$ cat src/rtl/alu_share_sched.sv
// Two requesters share one 4-bit-operand ALU; each owns a private 8-bit accumulator.
// Define ALU_SCHED_RR_EN for round-robin arbitration; otherwise requester 0 has fixed priority.
module alu_share_sched #(
    parameter int DATA_W = 4,
    parameter int ACC_W  = 2 * DATA_W
) (
    input  logic              Clock,
    input  logic              Reset_b,
    input  logic [1:0]        Req,
    input  logic [2:0]        Func0,
    input  logic [DATA_W-1:0] Data0,
    input  logic [2:0]        Func1,
    input  logic [DATA_W-1:0] Data1,
    output logic [1:0]        Ack,
    output logic [ACC_W-1:0]  Result,
    output logic              Grant_id,
    output logic              Busy,
    output logic [ACC_W-1:0]  Acc0,
    output logic [ACC_W-1:0]  Acc1
);

    localparam logic [2:0] F_ADD0 = 3'b000;
    localparam logic [2:0] F_ADD1 = 3'b001;
    localparam logic [2:0] F_SEXT = 3'b010;
    localparam logic [2:0] F_OR   = 3'b011;
    localparam logic [2:0] F_AND  = 3'b100;
    localparam logic [2:0] F_SHL  = 3'b101;
    localparam logic [2:0] F_MUL  = 3'b110;
    localparam logic [2:0] F_HOLD = 3'b111;

    typedef enum logic [1:0] {
        IDLE = 2'd0,
        EXEC = 2'd1,
        DONE = 2'd2
    } state_t;

    state_t            state;
    state_t            state_nxt;
    logic              id_q;
    logic              winner;
    logic [2:0]        func_q;
    logic [DATA_W-1:0] data_q;
    logic              ack_q;
    logic              latch_en;
    logic              exec_en;
    logic              ack_set;
    logic              ack_clr;
    logic [ACC_W-1:0]  acc_sel;
    logic [ACC_W-1:0]  alu_r;
    logic [DATA_W-1:0] op_a;
    logic [DATA_W-1:0] op_b;
    logic [DATA_W:0]   sum;

    // Arbitration: only consulted in IDLE when at least one request is present.
`ifdef ALU_SCHED_RR_EN
    logic rr_ptr;

    always_comb begin
        if (Req == 2'b11) winner = rr_ptr;
        else              winner = Req[1];
    end

    always_ff @(posedge Clock or negedge Reset_b) begin
        if (!Reset_b)      rr_ptr <= 1'b0;
        else if (latch_en) rr_ptr <= ~rr_ptr;
    end
`else
    always_comb winner = ~Req[0];
`endif

    // NOTE: state registers use non-blocking assignments so every flop samples pre-edge values.
    always_ff @(posedge Clock or negedge Reset_b) begin
        if (!Reset_b) state <= IDLE;
        else          state <= state_nxt;
    end

    // NOTE: every output of this block gets a default first, so no path can infer a latch.
    always_comb begin
        state_nxt = state;
        latch_en  = 1'b0;
        exec_en   = 1'b0;
        ack_set   = 1'b0;
        ack_clr   = 1'b0;
        case (state)
            IDLE: begin
                if (|Req) begin
                    latch_en  = 1'b1;
                    state_nxt = EXEC;
                end
            end
            EXEC: begin
                exec_en   = 1'b1;
                state_nxt = DONE;
            end
            DONE: begin
                // Ack is always shown for at least one cycle, even if Req already dropped.
                if (!ack_q) begin
                    ack_set = 1'b1;
                end else if (!Req[id_q]) begin
                    ack_clr   = 1'b1;
                    state_nxt = IDLE;
                end
            end
            default: state_nxt = IDLE;
        endcase
    end

    always_comb begin
        acc_sel = id_q ? Acc1 : Acc0;
        op_a    = data_q;
        op_b    = acc_sel[DATA_W-1:0];
        sum     = {1'b0, op_a} + {1'b0, op_b};
        alu_r   = acc_sel;
        case (func_q)
            F_ADD0, F_ADD1: alu_r = ACC_W'(sum);
            F_SEXT:         alu_r = {{(ACC_W-DATA_W){op_b[DATA_W-1]}}, op_b};
            F_OR:           alu_r = ACC_W'(|{op_a, op_b});
            F_AND:          alu_r = ACC_W'(&{op_a, op_b});
            F_SHL: begin
                if (32'(op_b) >= 32'(ACC_W)) alu_r = '0;
                else                         alu_r = ACC_W'(op_a) << op_b;
            end
            F_MUL:          alu_r = ACC_W'(op_a) * ACC_W'(op_b);
            F_HOLD:         alu_r = acc_sel;
            default:        alu_r = acc_sel;
        endcase
    end

    // Operands are captured at the grant edge; later Func/Data changes have no effect.
    always_ff @(posedge Clock or negedge Reset_b) begin
        if (!Reset_b) begin
            id_q   <= 1'b0;
            func_q <= '0;
            data_q <= '0;
            ack_q  <= 1'b0;
            Result <= '0;
            Acc0   <= '0;
            Acc1   <= '0;
        end else begin
            if (latch_en) begin
                id_q   <= winner;
                func_q <= winner ? Func1 : Func0;
                data_q <= winner ? Data1 : Data0;
            end
            if (exec_en) begin
                Result <= alu_r;
                if (id_q) Acc1 <= alu_r;
                else      Acc0 <= alu_r;
            end
            if (ack_set)      ack_q <= 1'b1;
            else if (ack_clr) ack_q <= 1'b0;
        end
    end

    assign Ack      = {ack_q & id_q, ack_q & ~id_q};
    assign Grant_id = id_q;
    assign Busy     = (state != IDLE);

endmodule

$ cat config.mk
export PLATFORM = sky130hd
export DESIGN_NAME = alu_share_sched
export DESIGN_NICKNAME = d
export VERILOG_FILES = /design/src/rtl/alu_share_sched.sv
export SDC_FILE = /design/constraint.sdc
export NUM_CORES = 1
export LEC_CHECK = 0
export ABC_AREA = 0
export BUFFER_PORTS_ARGS = -buffer_cell sky130_fd_sc_hd__buf_2
export CAP_MARGIN = 15
export CORE_MARGIN = 2
export CORE_UTILIZATION = 55
export CTS_CLUSTER_SIZE = 10
export DETAILED_ROUTE_END_ITERATION = 6
export PLACE_DENSITY = 0.84
export SKIP_LAST_GASP = 1
export SYNTH_ARGS = -nofsm -noshare
export SYNTH_HDL_FRONTEND = slang
export SYNTH_SLANG_ARGS = --single-unit
$ cat constraint.sdc
create_clock -name Clock -period 9.1 [get_ports Clock]
set_input_delay 1.82 -clock Clock [delete_from_list [all_inputs] [get_ports Clock]]
set_output_delay 1.82 -clock Clock [all_outputs]
set_load 0.01 [all_outputs]
==> impl_metrics.csv <==
group,metric,value,unit
outcome,status,"finished clean",
power_and_ir_drop,switching_share,0.497,
timing,setup_viol,0,
yosys,ys_ff_latch,35,
timing,rsz0062_at_grt,"false",
clock_network,clkTransAtPathRegs,70,ps
yosys,netlist_instances,286,
route,via_count,2226,
floorplan,coreArea,4380,um2
yosys,synth_top_area_cell,"dfrtp_1",
route,wl_met3,373,um
placement,place_hpwl,4450,um
floorplan,dieArea,5140,um2
worst_setup_path,cp-start-kind,"flip-flop",
clock_network,cts.path.max_buffers,2,
power_and_ir_drop,powerDensity,414,nW/um2
cells_and_area,fillers,342,
floorplan,fp-row-count,24,
worst_setup_path,cp.arrival,4770,ps
placement,gp_congestion,0.956,
route,first_iter_violations,154,
yosys,yosysSeqAreaShare,0.348,
route,ant_nets,0,
power_and_ir_drop,clockPowerShare,0.096,
cells_and_area,multiInputGateArea,1510,um2
cells_and_area,utilization,0.647,
timing,drv_slew,0,
power_and_ir_drop,internal-power,591,uW
yosys,synth_area,2520,um2
global_routing,antenna_found_initial,0,
timing,min_period_over_period,0.508,
global_routing,grt_start_max_net_pins,36,
worst_setup_path,cp.required,9240,ps
run,drv_cap,0,
route,met2_length,2780,um
yosys,yosysTopAreaCellShare,0.348,
timing,worst_slew_pin_slew,902,ps
route,drc_errors,0,
worst_setup_path,path_class,"flip-flop to flip-flop",
clock_network,cts-root-buf,"clkbuf_8",
floorplan,die_w,71.7,um
route,vias_per_cell,5.90,
power_and_ir_drop,switching_power,583,uW
worst_setup_path,critPathMaxFanout,19,
yosys,avgSynthCellArea,8.81,um2
timing,fin_crit,4620,ps
power_and_ir_drop,pwr-share-comb,0.627,
global_routing,overflow,0,
route,top_layer,"met4",
floorplan,ioPinCount,46,
global_routing,track_usage,0.243,
power_and_ir_drop,ir_drop,0.000257,V
power_and_ir_drop,seqPwrFrac,0.277,
cells_and_area,layout.nets,365,
clock_network,cts_setup_buffers,0,
cells_and_area,seqCellArea,876,um2
placement,port_buffers,45,
route,dr.pass1.iters,5,
cells_and_area,area_delta_synth_final,12.5,%
clock_network,cts_resized,0,
global_routing,grt_pass1_wl,9890,um
cells_and_area,final_layout_size_suffix_gt1_frac,0.194,
yosys,yosys_warnings,0,
floorplan,dieHeight,71.7,um
yosys,synth_area_leaders,"dfrtp_1, ha_1, mux2i_1",
clock_network,numCtsBuffers,5,
clock_network,holdBufCountCts,0,
placement,dp.cells,370,
route,post_drt_wl_per_cell,15.4,um
power_and_ir_drop,p_leak,1.42,nW
cells_and_area,n_antenna_cell,0,
clock_network,clk_latency,290,ps
min_path,min_path_type,"flip-flop to flip-flop",
floorplan,initial_core_util,0.575,
clock_network,htreeDepth,2,
timing,skew,5.53,ps
route,finalWirelength,5810,um
global_routing,grt_pass1_vias,2142,
yosys,synth_fp_nets,326,
route,wl_met1,2530,um
cells_and_area,stdcell_count,377,
timing,relSlewSlack,0.381,
timing,setup-tns-final,0,ps
clock_network,numClockSinks,35,
timing,max_freq,216,MHz
yosys,ys_types,48,
clock_network,cts_tree,"yes",
worst_setup_path,cp-end-kind,"flip-flop",
timing,hold_viol,0,
state kept, by name, summed over array words and instances, names as in the netlist:
register	count
Acc0	8
Acc1	8
Result	8
data_q	4
func_q	3
state	2
Grant_id	1
ack_q	1
power groups by stage:
stage | Clock, mW | Combinational [mW] | Sequential [mW]
3_5_place_dp | 0 | 0.722 | 0.327
3_3_place_gp | 0 | 0.700 | 0.323
6_report | 0.113 | 0.736 | 0.325
4_1_cts | 0.113 | 0.728 | 0.324
2_1_floorplan | 0 | 0.548 | 0.305
5_1_grt | 0.120 | 0.823 | 0.337
cell type report:
| type | count | area share |
|---|---|---|
| Multi-Input combinational cell | 220 | 0.534 |
| Sequential cell | 35 | 0.309 |
| Timing Repair Buffer | 45 | 0.0794 |
| Clock buffer | 6 | 0.0291 |
| Inverter | 18 | 0.0238 |
| Tap cell | 52 | 0.0229 |
| Clock inverter | 1 | 0.00177 |
through the flow:
| stage | instance area [um2] | hold slack, ps | setup WS [ps] | total power, mW |
|---|---|---|---|---|
| floorplan | 2520 | 503 | 5630 | 0.853 |
| global placement | 2750 | 460 | 4640 | 1.02 |
| detailed placement | 2750 | 465 | 4520 | 1.05 |
| CTS | 2840 | 480 | 4490 | 1.17 |
| global route | 2840 | 507 | 4080 | 1.28 |
| finish | 2840 | 475 | 4480 | 1.17 |
layout by cell type (no fill, tap or decap), types with 2 or more instances in the layout:
cell type,Yosys,layout
o211ai_1,2,2
fa_1,5,5
nor3_1,10,10
or3_1,2,2
clkbuf_8,0,6
ha_1,17,17
xnor2_1,2,2
nand2b_1,4,4
mux2i_1,15,15
nand2_1,32,32
and3_1,2,2
buf_2,5,45
o21ai_1,5,5
inv_1,17,17
a21o_1,3,3
nor2b_1,3,3
a211oi_1,3,3
nor2_1,28,28
and3b_1,2,2
a22o_1,2,2
a31oi_1,3,3
a21oi_1,26,26
nand4_1,2,2
nand3b_1,2,2
mux2_2,4,4
nand3_1,5,5
mux2i_4,2,2
dfrtp_1,35,35
and2_1,7,7
a22oi_1,2,2
o21ai_0,16,16
cells by family (layout without fill, tap and decap cells):
group           count (synthesis)  after routing  synth area share
mux                            22             22             0.101
xor+xnor                        3              3            0.0104
fa+ha+maj                      22             22             0.124
buf+inv                        31             70            0.0516
simple gates                  104            104             0.199
compound gates                 69             69             0.166
flops                          35             35             0.348
metal layers:
metal | global-route usage | vias to the layer above
li1 | - | 1080
met1 | 0.314 | 1026
met2 | 0.406 | 107
met3 | 0.0577 | 13
met4 | 0.0692 | 0
met5 | 0 | -
path summary, 6_finish.rpt:
kind	start	end	slack, ps	cells past startpoint
worst max-delay path	Grant_id$_DFFE_PN0P_	Result[6]$_DFFE_PN0N_	4480	12
worst min-delay path	Result[3]$_DFFE_PN0N_	Result[3]$_DFFE_PN0N_	470	2
worst max register to register	Grant_id$_DFFE_PN0P_	Result[6]$_DFFE_PN0N_	4480	12
worst min register to register	Result[3]$_DFFE_PN0N_	Result[3]$_DFFE_PN0N_	470	2
max in group asynchronous	Reset_b	data_q[1]$_DFFE_PN0P_	7030	1
min in group asynchronous	Reset_b	Acc0[0]$_DFFE_PN0P_	1590	1
worst max-delay path: stages (launching register included):
cell     delay (ps)
dfrtp_1         840
mux2i_1         840
inv_2           210
nand2_1         140
fa_1            450
fa_1            540
inv_1            70
fa_1            460
a21o_1          200
a21oi_1         200
mux2i_1         130
nor4_2          290
a21oi_1         120
synthesized netlist by cell type, drive strengths merged:
| cell | instances |
|---|---|
| nand4 | 2 |
| fa | 5 |
| inv | 18 |
| o21ai | 21 |
| a41o | 1 |
| nand3 | 5 |
| nor2 | 28 |
| a22o | 2 |
| nor4b | 1 |
| nand3b | 2 |
| buf | 7 |
| xor2 | 1 |
| ha | 17 |
| and4 | 1 |
| o211ai | 2 |
| nand2b | 4 |
| a21oi | 26 |
| nor3 | 10 |
| a211oi | 4 |
| and2 | 7 |
| dfrtp | 35 |
| nor3b | 1 |
| mux2i | 18 |
| a211o | 1 |
| nor4 | 2 |
| mux2 | 4 |
| a221oi | 1 |
| nand2 | 32 |
| and3b | 2 |
| a21o | 3 |
| a2bb2oi | 1 |
| nor2b | 3 |
| xnor2 | 2 |
| a31oi | 3 |
| o311ai | 1 |
| or3 | 2 |
| a22oi | 2 |
| clkbuf | 6 |
| and3 | 2 |
| a311oi | 1 |
No activity file was read; power rests on OpenSTA's default activity.
